### src/rtl/uart_rx_param.sv
// uart_rx_param: oversampling UART receiver with 3-sample majority voting,
// false-start rejection, runtime baud divisor and parity, and a valid/ack
// holding register that carries parity, framing and overrun flags.
//
// Optional build macro: UART_RX_BREAK_EN
//   defined   - an all-zero frame is reported as a one-cycle break_det pulse
//               instead of a word; the FSM holds in BREAK until the line has
//               been high for one full bit time.
//   undefined - break_det is tied low; an all-zero frame is delivered as
//               dout=0 with frame_err=1.
//
// Ports:
//   clk, reset_n        clock, asynchronous active-low reset
//   din                 asynchronous serial input, idle high
//   baud_div            tick period = baud_div+1 clk cycles
//   parity_en/odd       parity bit present / odd (1) or even (0) parity
//   ack                 consumer took dout; clears valid and overrun
//   dout                received word
//   valid               dout holds an unread word
//   busy                frame reception in progress
//   parity_err          parity mismatch on the word in dout
//   frame_err           a stop bit voted 0 on the word in dout
//   overrun             an unread word was overwritten; sticky until ack
//   break_det           break condition pulse
module uart_rx_param #(
    parameter int unsigned DATA_BITS  = 8,
    parameter int unsigned STOP_BITS  = 1,
    parameter int unsigned OVERSAMPLE = 16,
    parameter int unsigned DIV_WIDTH  = 16
) (
    input  logic                 clk,
    input  logic                 reset_n,
    input  logic                 din,
    input  logic [DIV_WIDTH-1:0] baud_div,
    input  logic                 parity_en,
    input  logic                 parity_odd,
    input  logic                 ack,
    output logic [DATA_BITS-1:0] dout,
    output logic                 valid,
    output logic                 busy,
    output logic                 parity_err,
    output logic                 frame_err,
    output logic                 overrun,
    output logic                 break_det
);

    localparam int unsigned SCNT_W = $clog2(OVERSAMPLE);
    localparam int unsigned BCNT_W = $clog2(DATA_BITS + 1);
    localparam int unsigned HALF   = OVERSAMPLE / 2;

    localparam logic [SCNT_W-1:0] S_LO   = SCNT_W'(HALF - 1);
    localparam logic [SCNT_W-1:0] S_MID  = SCNT_W'(HALF);
    localparam logic [SCNT_W-1:0] S_HI   = SCNT_W'(HALF + 1);
    localparam logic [SCNT_W-1:0] S_LAST = SCNT_W'(OVERSAMPLE - 1);
    localparam logic [BCNT_W-1:0] B_DLAST = BCNT_W'(DATA_BITS - 1);
    localparam logic [BCNT_W-1:0] B_SLAST = BCNT_W'(STOP_BITS - 1);

    localparam logic [2:0] ST_IDLE   = 3'd0;
    localparam logic [2:0] ST_START  = 3'd1;
    localparam logic [2:0] ST_DATA   = 3'd2;
    localparam logic [2:0] ST_PARITY = 3'd3;
    localparam logic [2:0] ST_STOP   = 3'd4;
`ifdef UART_RX_BREAK_EN
    localparam logic [2:0] ST_BREAK  = 3'd5;
`endif

    logic                 r_sync1;
    logic                 r_sync2;
    logic                 r_rxs_d;
    logic [DIV_WIDTH-1:0] r_tcnt;
    logic [DIV_WIDTH-1:0] r_div;
    logic                 r_par_en;
    logic                 r_par_odd;
    logic [SCNT_W-1:0]    r_scnt;
    logic [BCNT_W-1:0]    r_bcnt;
    logic [DATA_BITS-1:0] r_shift;
    logic                 r_s0;
    logic                 r_s1;
    logic                 r_perr;
    logic                 r_ferr;
    logic [2:0]           r_state;
    logic [2:0]           w_state_nx;
    logic                 w_done;
`ifdef UART_RX_BREAK_EN
    logic                 r_zero;
    logic                 r_brk_det;
    logic                 w_brk;
`endif

    logic w_rxs;
    logic w_edge;
    logic w_start_edge;
    logic w_tick;
    logic w_vote_tick;
    logic w_wrap;
    logic w_vote;

    assign w_rxs        = r_sync2;
    assign w_edge       = r_rxs_d & ~w_rxs;
    assign w_start_edge = (r_state == ST_IDLE) & w_edge;
    assign w_tick       = (r_tcnt == r_div);
    assign w_vote_tick  = w_tick & (r_scnt == S_HI);
    assign w_wrap       = w_tick & (r_scnt == S_LAST);
    // 2-of-3 majority over the samples at H-1, H and the live one at H+1
    assign w_vote       = (r_s0 & r_s1) | (r_s0 & w_rxs) | (r_s1 & w_rxs);
    assign busy         = (r_state != ST_IDLE);

    // State register
    always_ff @(posedge clk or negedge reset_n) begin
        if (!reset_n) begin
            r_state <= ST_IDLE;
        end else begin
            r_state <= w_state_nx;
        end
    end

    // Next-state and completion strobes
    always_comb begin
        w_state_nx = r_state;
        w_done     = 1'b0;
`ifdef UART_RX_BREAK_EN
        w_brk      = 1'b0;
`endif
        case (r_state)
            ST_IDLE: begin
                if (w_edge) w_state_nx = ST_START;
            end
            ST_START: begin
                if (w_vote_tick && w_vote) w_state_nx = ST_IDLE;
                else if (w_wrap)           w_state_nx = ST_DATA;
            end
            ST_DATA: begin
                if (w_wrap && (r_bcnt == B_DLAST))
                    w_state_nx = r_par_en ? ST_PARITY : ST_STOP;
            end
            ST_PARITY: begin
                if (w_wrap) w_state_nx = ST_STOP;
            end
            ST_STOP: begin
                // Finish on the last stop vote, not at the end of the bit
                if (w_vote_tick && (r_bcnt == B_SLAST)) begin
`ifdef UART_RX_BREAK_EN
                    if (r_zero && !w_vote) begin
                        w_brk      = 1'b1;
                        w_state_nx = ST_BREAK;
                    end else begin
                        w_done     = 1'b1;
                        w_state_nx = ST_IDLE;
                    end
`else
                    w_done     = 1'b1;
                    w_state_nx = ST_IDLE;
`endif
                end
            end
`ifdef UART_RX_BREAK_EN
            ST_BREAK: begin
                if (w_tick && w_rxs && (r_scnt == S_LAST)) w_state_nx = ST_IDLE;
            end
`endif
            default: w_state_nx = ST_IDLE;
        endcase
    end

    // Synchroniser, tick/sample counters and frame datapath
    always_ff @(posedge clk or negedge reset_n) begin
        if (!reset_n) begin
            r_sync1   <= 1'b1;
            r_sync2   <= 1'b1;
            r_rxs_d   <= 1'b1;
            r_tcnt    <= '0;
            r_div     <= '0;
            r_par_en  <= 1'b0;
            r_par_odd <= 1'b0;
            r_scnt    <= '0;
            r_bcnt    <= '0;
            r_shift   <= '0;
            r_s0      <= 1'b0;
            r_s1      <= 1'b0;
            r_perr    <= 1'b0;
            r_ferr    <= 1'b0;
`ifdef UART_RX_BREAK_EN
            r_zero    <= 1'b0;
`endif
        end else begin
            r_sync1 <= din;
            r_sync2 <= r_sync1;
            r_rxs_d <= r_sync2;

            if (w_start_edge || w_tick) r_tcnt <= '0;
            else                        r_tcnt <= r_tcnt + DIV_WIDTH'(1);

            if (w_start_edge) begin
                r_scnt <= '0;
`ifdef UART_RX_BREAK_EN
            end else if (w_brk || ((r_state == ST_BREAK) && !w_rxs)) begin
                // BREAK reuses scnt to time one full high bit
                r_scnt <= '0;
`endif
            end else if (w_tick) begin
                r_scnt <= (r_scnt == S_LAST) ? '0 : r_scnt + SCNT_W'(1);
            end

            if (w_tick && (r_scnt == S_LO))  r_s0 <= w_rxs;
            if (w_tick && (r_scnt == S_MID)) r_s1 <= w_rxs;

            if (w_start_edge) begin
                r_div     <= baud_div;
                r_par_en  <= parity_en;
                r_par_odd <= parity_odd;
                r_bcnt    <= '0;
                r_perr    <= 1'b0;
                r_ferr    <= 1'b0;
`ifdef UART_RX_BREAK_EN
                r_zero    <= 1'b1;
`endif
            end else begin
                if (w_wrap && (r_state == ST_DATA))
                    r_bcnt <= (r_bcnt == B_DLAST) ? '0 : r_bcnt + BCNT_W'(1);
                else if (w_wrap && (r_state == ST_STOP))
                    r_bcnt <= r_bcnt + BCNT_W'(1);

                if (w_vote_tick && (r_state == ST_DATA))
                    r_shift <= {w_vote, r_shift[DATA_BITS-1:1]};
                if (w_vote_tick && (r_state == ST_PARITY))
                    r_perr <= w_vote ^ (^r_shift) ^ r_par_odd;
                if (w_vote_tick && (r_state == ST_STOP) && !w_vote)
                    r_ferr <= 1'b1;
`ifdef UART_RX_BREAK_EN
                if (w_vote_tick && ((r_state == ST_DATA) || (r_state == ST_PARITY) ||
                                    (r_state == ST_STOP)))
                    r_zero <= r_zero & ~w_vote;
`endif
            end
        end
    end

    // Holding register and valid/ack/overrun handshake
    always_ff @(posedge clk or negedge reset_n) begin
        if (!reset_n) begin
            dout       <= '0;
            valid      <= 1'b0;
            parity_err <= 1'b0;
            frame_err  <= 1'b0;
            overrun    <= 1'b0;
        end else if (w_done) begin
            dout       <= r_shift;
            parity_err <= r_perr;
            frame_err  <= r_ferr | ~w_vote;
            valid      <= 1'b1;
            overrun    <= valid & ~ack;
        end else if (ack && valid) begin
            valid   <= 1'b0;
            overrun <= 1'b0;
        end
    end

`ifdef UART_RX_BREAK_EN
    // One-cycle break indication
    always_ff @(posedge clk or negedge reset_n) begin
        if (!reset_n) r_brk_det <= 1'b0;
        else          r_brk_det <= w_brk;
    end
    assign break_det = r_brk_det;
`else
    assign break_det = 1'b0;
`endif

endmodule

### config.mk
export PLATFORM = sky130hd
export DESIGN_NAME = uart_rx_param
export DESIGN_NICKNAME = d
export VERILOG_FILES = /design/src/rtl/uart_rx_param.sv
export SDC_FILE = /design/constraint.sdc
export NUM_CORES = 1
export LEC_CHECK = 0
export CAP_MARGIN = 0
export CORE_UTILIZATION = 45
export CTS_CLUSTER_SIZE = 24
export DETAILED_ROUTE_END_ITERATION = 7
export PLACE_DENSITY = 0.68
export SLEW_MARGIN = 10
export SYNTH_ARGS = -nofsm -noshare
export SYNTH_HDL_FRONTEND = slang
export SYNTH_SLANG_ARGS = --single-unit
### constraint.sdc
create_clock -name clk -period 3.15 [get_ports clk]
set_input_delay 0.315 -clock clk [delete_from_list [all_inputs] [get_ports clk]]
set_output_delay 0.315 -clock clk [all_outputs]
set_load 0.005 [all_outputs]
# Yosys cells after proc, flatten, opt, wreduce, memory -nomap -nowiden
# Cells that the tools add are included.
dict set report op_classes {
  div 0
  bitwise_logic 17
  n_mux 25
  reduce_logical 25
  n_eq_ne 15
  magnitude_cmp 0
  addsub 3
  multipliers 0
  shifts 0
}
# op count
set ops {}
lappend ops {{$mux W4} 7}
lappend ops {{$mux W3} 7}
lappend ops {{$add A16 B1 Y16 const B} 1}
lappend ops {{$eq A16 B16 Y1} 1}
lappend ops {{$mux W16} 1}
lappend ops {{$pmux W3 S5} 1}
lappend ops {{$eq A4 B4 Y1 const B} 3}
lappend ops {{$logic_and A1 B1 Y1} 12}
lappend ops {{$mux W1} 9}
lappend ops {{$add A4 B1 Y4 const B} 2}
lappend ops {{$and A1 B1 Y1} 8}
lappend ops {{$eq A4 B3 Y1 const B} 2}
lappend ops {{$ne A2 B2 Y1 const B} 4}
lappend ops {{$reduce_bool A2 Y1} 4}
lappend ops {{$reduce_xor A8 Y1} 1}
lappend ops {{$eq A3 B2 Y1 const B} 2}
lappend ops {{$reduce_bool A3 Y1} 2}
lappend ops {{$reduce_and A5 Y1} 1}
lappend ops {{$logic_not A4 Y1} 1}
lappend ops {{$not A1 Y1} 4}
lappend ops {{$eq A3 B1 Y1 const B} 1}
lappend ops {{$eq A3 B3 Y1 const B} 1}
lappend ops {{$logic_not A3 Y1} 1}
lappend ops {{$ne A3 B3 Y1 const B} 1}
lappend ops {{other kinds (5)} 8}
dict set report totals {
  n_memories 0
  ff_bits 72
  wordCells 105
  output_inout_bits 14
  ramBits 0
  romBits 0
  latchBits 0
}

# Depth between registers and ports, before layout
dict set report logic_depth {
  word_depth 7
  mapped_depth 7
  ltp_nobuf 7
}

# Worst setup path before layout
# No wires, ideal clock.
dict set report synth_path {
  path_type {register to register}
  from {register r_tcnt[3]}
  to {register dout[2]}
  path_stages_with_launch 7
  synth_period_minus_slack_ns 2.010
  setup_slack_ns 1.140
  t_arrival_ns 1.885
  setup_time_ns 0.125
  path_buffers 1
  required_time_ns 3.025
  cell_sequence {dfrtp_1 xor2_1 nor4_2 nand4_2 nor3_2 buf_4 mux2_2}
}
dict set report synth_between {
  elab_chain_len 5
}
# element line
set synth_rtl {}
lappend synth_rtl {{start, declared} 70} ;# logic [DIV_WIDTH-1:0] r_tcnt;
lappend synth_rtl {{start signal, assigned} 191} ;# else r_tcnt <= r_tcnt + DIV_WIDTH'(1);
lappend synth_rtl {{$eq A16 B16 Y1} 101} ;# assign w_tick = (r_tcnt == r_div);
lappend synth_rtl {{$and A1 B1 Y1} 102} ;# assign w_vote_tick = w_tick & (r_scnt == S_HI);
lappend synth_rtl {{$logic_and A1 B1 Y1} 141} ;# if (w_vote_tick && (r_bcnt == B_SLAST)) begin
lappend synth_rtl {{$mux W1} 141}
lappend synth_rtl {{$mux W1} 124} ;# case (r_state)
lappend synth_rtl {{end signal, assigned} 247} ;# dout <= r_shift;
lappend synth_rtl {{end, declared} 38} ;# output logic [DATA_BITS-1:0] dout,
# No other way between the ends.
# A chain may end at the register's enable or synchronous reset.

# Final worst setup path
dict set report layout_path {
  from {register r_tcnt[2]}
  to {register r_bcnt[0]}
}
dict set report layout_between {
  elab_chain_len 5
}
# element line
set layout_rtl {}
lappend layout_rtl {{$eq A16 B16 Y1 *} 101}
lappend layout_rtl {{$and A1 B1 Y1 *} 103} ;# assign w_wrap = w_tick & (r_scnt == S_LAST);
lappend layout_rtl {{$logic_and A1 B1 Y1} 218} ;# if (w_wrap && (r_state == ST_DATA))
lappend layout_rtl {{$mux W4} 218}
lappend layout_rtl {{$mux W4} 207} ;# if (w_start_edge) begin
lappend layout_rtl {{end signal, assigned} 219} ;# r_bcnt <= (r_bcnt == B_DLAST) ? '0 : r_bcnt + BCNT_W'(1);
lappend layout_rtl {{end signal, assigned} 221} ;# r_bcnt <= r_bcnt + BCNT_W'(1);
lappend layout_rtl {{end, declared} 75} ;# logic [BCNT_W-1:0] r_bcnt;
# Mark *: on every way between the ends. The rest lies on a longest branch, timed or not.

==> impl.org <==
** Critical path
- The worst setup path is launched from a register.
- Largest fanout on the critical path :: 17
- STA classifies the critical path endpoint as a register.
- Critical path class :: reg -> reg
- Length in cells of the worst reg-to-reg path :: 6
- For the worst setup path, the data required time is between 3000 and 4000 ps.
- Crit path DAT :: 2580 ps

** Clocking
- TritonCTS clock tree :: yes
- Clock transition at the registers of the reported paths :: 80 ps
- Clock latency on the worst-skew pair, taken at its later pin, is 350 ps.
- In this run the deepest clock path goes through 2 buffers.
- CTS-repair resized insts :: 0
- Number of hold buffers added after CTS :: 0
- Root buf cell :: sky130_fd_sc_hd__clkbuf_8
- Number of buffers inserted during clock tree synthesis :: 9
- The H-tree generated during clock tree synthesis spans 3 levels.
- Post-CTS setup repair buffer count :: 0
- Clk sink count :: 72

** Die
- Effective utilization at floorplan :: 46.5%
- The die covers 0.00831 mm².
- Die height :: between 90 and 100 µm
- In this run the count of I/O pins placed on the die edge is 36.
- The core region is 0.00769 mm².
- The floorplan has 32 rows.
- Die width :: 91.1 µm

** Pwr
- Leakage Power :: 1.94 nW
- Across the VDD grid, the largest voltage drop is 0.370 mV.
- Dividing total power by cell area gives a power density of 541 mW/mm².

** Timing
- In this run the tightest slew margin relative to its limit is around 43%.
- # setup viols final :: 0
- Setup repair after global routing left no endpoint under its margin.
- The worst path uses 73.8% of the clock period.
- Counting I/O delays and the setup requirement, the final critical path takes 2330 ps.
- For the final database, setup skew stands at 16.8 ps.
- Setup WS post-layout :: approximately 800 ps
- The count of endpoints failing hold in the final timing report was 0.
- Max-slew violation total from the final report :: 0
- Hold is met by 73.2 ps.
- Least-Margin Pin Slew :: 850 ps
- Total negative setup slack :: 0 ps
- Static timing analysis puts the maximum clock frequency at 430 MHz.

** Drt
- The first detailed-routing pass ran for 4 iterations.
- Remaining antenna violation count after routing :: 0
- In this run, the number of DRC markers left after iteration 0 of detailed routing was 97.
- In the final routed layout, each cell accounts on average for 13.9 µm.
- Residual DRC :: 0
- For this block, the routed nets add up to 6.84 mm of wire.
- Number of vias in the routed layout :: 2507
- After detailed routing, the number of vias per cell comes to 5.09.

** GRT
- Global-route usage over all layers :: between 10% and 20%
- First-pass GRT wire length :: ~12 mm
- After global routing the overflow that remains totals 0.
- Pin count of the biggest net entering global routing :: 38
- The number of antenna violations at the first check in global routing was 0.
- The number of global-route vias before repair was 2553.

** Cells and area
- The net count of the finished layout is 414.
- Non-filler instance count after layout :: 493
- Area added between synthesis and finish :: 18.7%
- Antenna diode instance count :: 0
- For this run, the share of the core covered by cells in the final layout is 55.2%.
- Of the cells placed in the final design, the portion with a size suffix greater than 1 is 13.8%.

** Logic synthesis
- Synth cell count leaders :: sky130_fd_sc_hd__nand2_1 (71), sky130_fd_sc_hd__dfrtp_1 (69), sky130_fd_sc_hd__nor2_1 (31)
- Sorting the synthesized cells by area gives the leading types as sky130_fd_sc_hd__dfrtp_1 (48%), sky130_fd_sc_hd__nand2_1 (7.5%), sky130_fd_sc_hd__mux2_2 (6.0%), sky130_fd_sc_hd__xor2_1 (5.1%), sky130_fd_sc_hd__xnor2_1 (4.7%).
- Post-synthesis async set-or-reset flop share :: 100%
- Part of the Yosys area used for sequential elements :: 50.5%
- In this run, synthesis inferred 0 flip-flops with an integrated enable.
- Top cell type by total area after synthesis :: sky130_fd_sc_hd__dfrtp_1
- Leading register cell type out of synthesis :: sky130_fd_sc_hd__dfrtp_1
- Synth Instances :: between 300 and 400
- Cell with the most instances after synthesis :: sky130_fd_sc_hd__nand2_1
- Synthesis produced a netlist with a net count of ~380.
- The cell area that synthesis handed to floorplanning was around 0.0036 mm².
- In this run, distinct cell masters in the synthesized netlist total 53.
- In this run, synthesis produced a sequential element count of 72.
- Dividing the synthesized area by the synthesized cell count gives 10.2 µm².
- Yosys printed 0 warnings.
- Fraction of post-synthesis cell area in the top cell type by area :: 48.3%

** Placed design
- RD Place Congestion :: 0.804
- Timing analysis after detailed placement gives a worst setup slack of approximately 850 ps.
- After legalization and detailed placement, the total HPWL measured between 4 and 5 mm.
- Number of buffer cells added on primary ports :: 34
- The number of placed instances, taps included, is 477.

** Status
- The flow ran to the end, and the final reports show no timing, DRC or antenna violations.

** Min path
- Hold Crit Class :: in -> async

** Flow run
- Number of max-capacitance violations reported :: 0
==> sequential cells by signal (all words and copies together), names as in the netlist, 3 cells and up <==
name     flops
dout         8
r_scnt       4
r_div       16
r_state      3
r_tcnt      16
r_bcnt       4
r_shift      8
==> stage by stage <==
step / total power, mW / area, µm²
2_1_floorplan: 1.37 / 3580
3_3_place_gp: 1.48 / 4020
3_5_place_dp: 1.49 / 4020
4_1_cts: 2.33 / 4240
5_1_grt: 2.42 / 4240
6_report: 2.30 / 4240
==> power by group <==
| part | internal, mW | total (mW) | switching [mW] |
|---|---|---|---|
| logic | 0.162 | 0.351 | 0.188 |
| registers | 1.02 | 1.12 | 0.0996 |
| clock network | 0.455 | 0.822 | 0.367 |
| total | 1.64 | 2.30 | 0.655 |
==> final timing paths <==
| kind | endpoint | slack [ps] | start |
|---|---|---|---|
| worst max-delay path | r_bcnt[0]$_DFFE_PN0P_ | 820 | r_tcnt[2]$_DFF_PN0_ |
| worst min-delay path | r_state[1]$_DFFE_PN0P_ | 70 | reset_n |
| worst max register to register | r_bcnt[0]$_DFFE_PN0P_ | 820 | r_tcnt[2]$_DFF_PN0_ |
| worst min register to register | r_sync2$_DFF_PN1_ | 360 | r_sync1$_DFF_PN1_ |
| max in group asynchronous | r_div[7]$_DFFE_PN0P_ | 2400 | reset_n |
| min in group clk | r_sync2$_DFF_PN1_ | 360 | r_sync1$_DFF_PN1_ |
==> placed cells by master, fill, tap and decap left out, types with 3 or more instances in the layout <==
master,instances
sky130_fd_sc_hd__clkbuf_8,9
sky130_fd_sc_hd__o21a_1,3
sky130_fd_sc_hd__nand2_1,71
sky130_fd_sc_hd__dfrtp_1,69
sky130_fd_sc_hd__nand4_1,6
sky130_fd_sc_hd__nand3_1,9
sky130_fd_sc_hd__dfstp_2,3
sky130_fd_sc_hd__mux2_2,19
sky130_fd_sc_hd__nor2_1,31
sky130_fd_sc_hd__nor4_2,4
sky130_fd_sc_hd__buf_4,4
sky130_fd_sc_hd__and4_1,3
sky130_fd_sc_hd__a21oi_1,5
sky130_fd_sc_hd__mux2i_1,3
sky130_fd_sc_hd__clkdlybuf4s50_1,33
sky130_fd_sc_hd__xor2_1,21
sky130_fd_sc_hd__xnor2_1,19
sky130_fd_sc_hd__ha_1,6
sky130_fd_sc_hd__nor3_1,3
sky130_fd_sc_hd__o21ai_0,8
sky130_fd_sc_hd__inv_1,11
sky130_fd_sc_hd__a211oi_1,3
==> layout make-up <==
| cell class | count | area (µm²) |
|---|---|---|
| multi-input combinational | 253 | 1660 |
| clock inverter | 7 | 103 |
| timing repair buffer | 39 | 385 |
| inverter | 11 | 41.3 |
| tap | 102 | 128 |
| sequential | 72 | 1810 |
| fill | 704 | 3440 |
| clock buffer | 9 | 124 |
==> logic make-up (layout without fill, tap and decap cells) <==
logic type | count (synthesis) | count (layout) | synth area share, %
adder cells (fa/ha/maj) | 7 | 7 | 2.38
other | 1 | 1 | 0.105
AND/OR/NAND/NOR | 151 | 151 | 21.0
multiplexers | 23 | 23 | 7.14
buffers and inverters | 25 | 66 | 3.15
flip-flops | 72 | 72 | 50.5
AO/OA/AOI/OAI | 31 | 31 | 5.98
XOR/XNOR | 40 | 40 | 9.80
==> routing by layer <==
metal	track usage [%]	vias up	wire length, µm
li1	-	1257	-
met2	29.0	49	3070
met4	5.29	0	87
met3	5.03	8	321
met1	25.3	1193	3360
met5	0	-	0
==> critical path: stages (launching register included) <==
cell and delay (ps):
sky130_fd_sc_hd__dfrtp_1 460, sky130_fd_sc_hd__xor2_1 180, sky130_fd_sc_hd__nor4_2 400, sky130_fd_sc_hd__nand4_2 260, sky130_fd_sc_hd__buf_4 270, sky130_fd_sc_hd__or4_1 500, sky130_fd_sc_hd__a21oi_1 160
No activity file was read; power rests on OpenSTA's default activity.
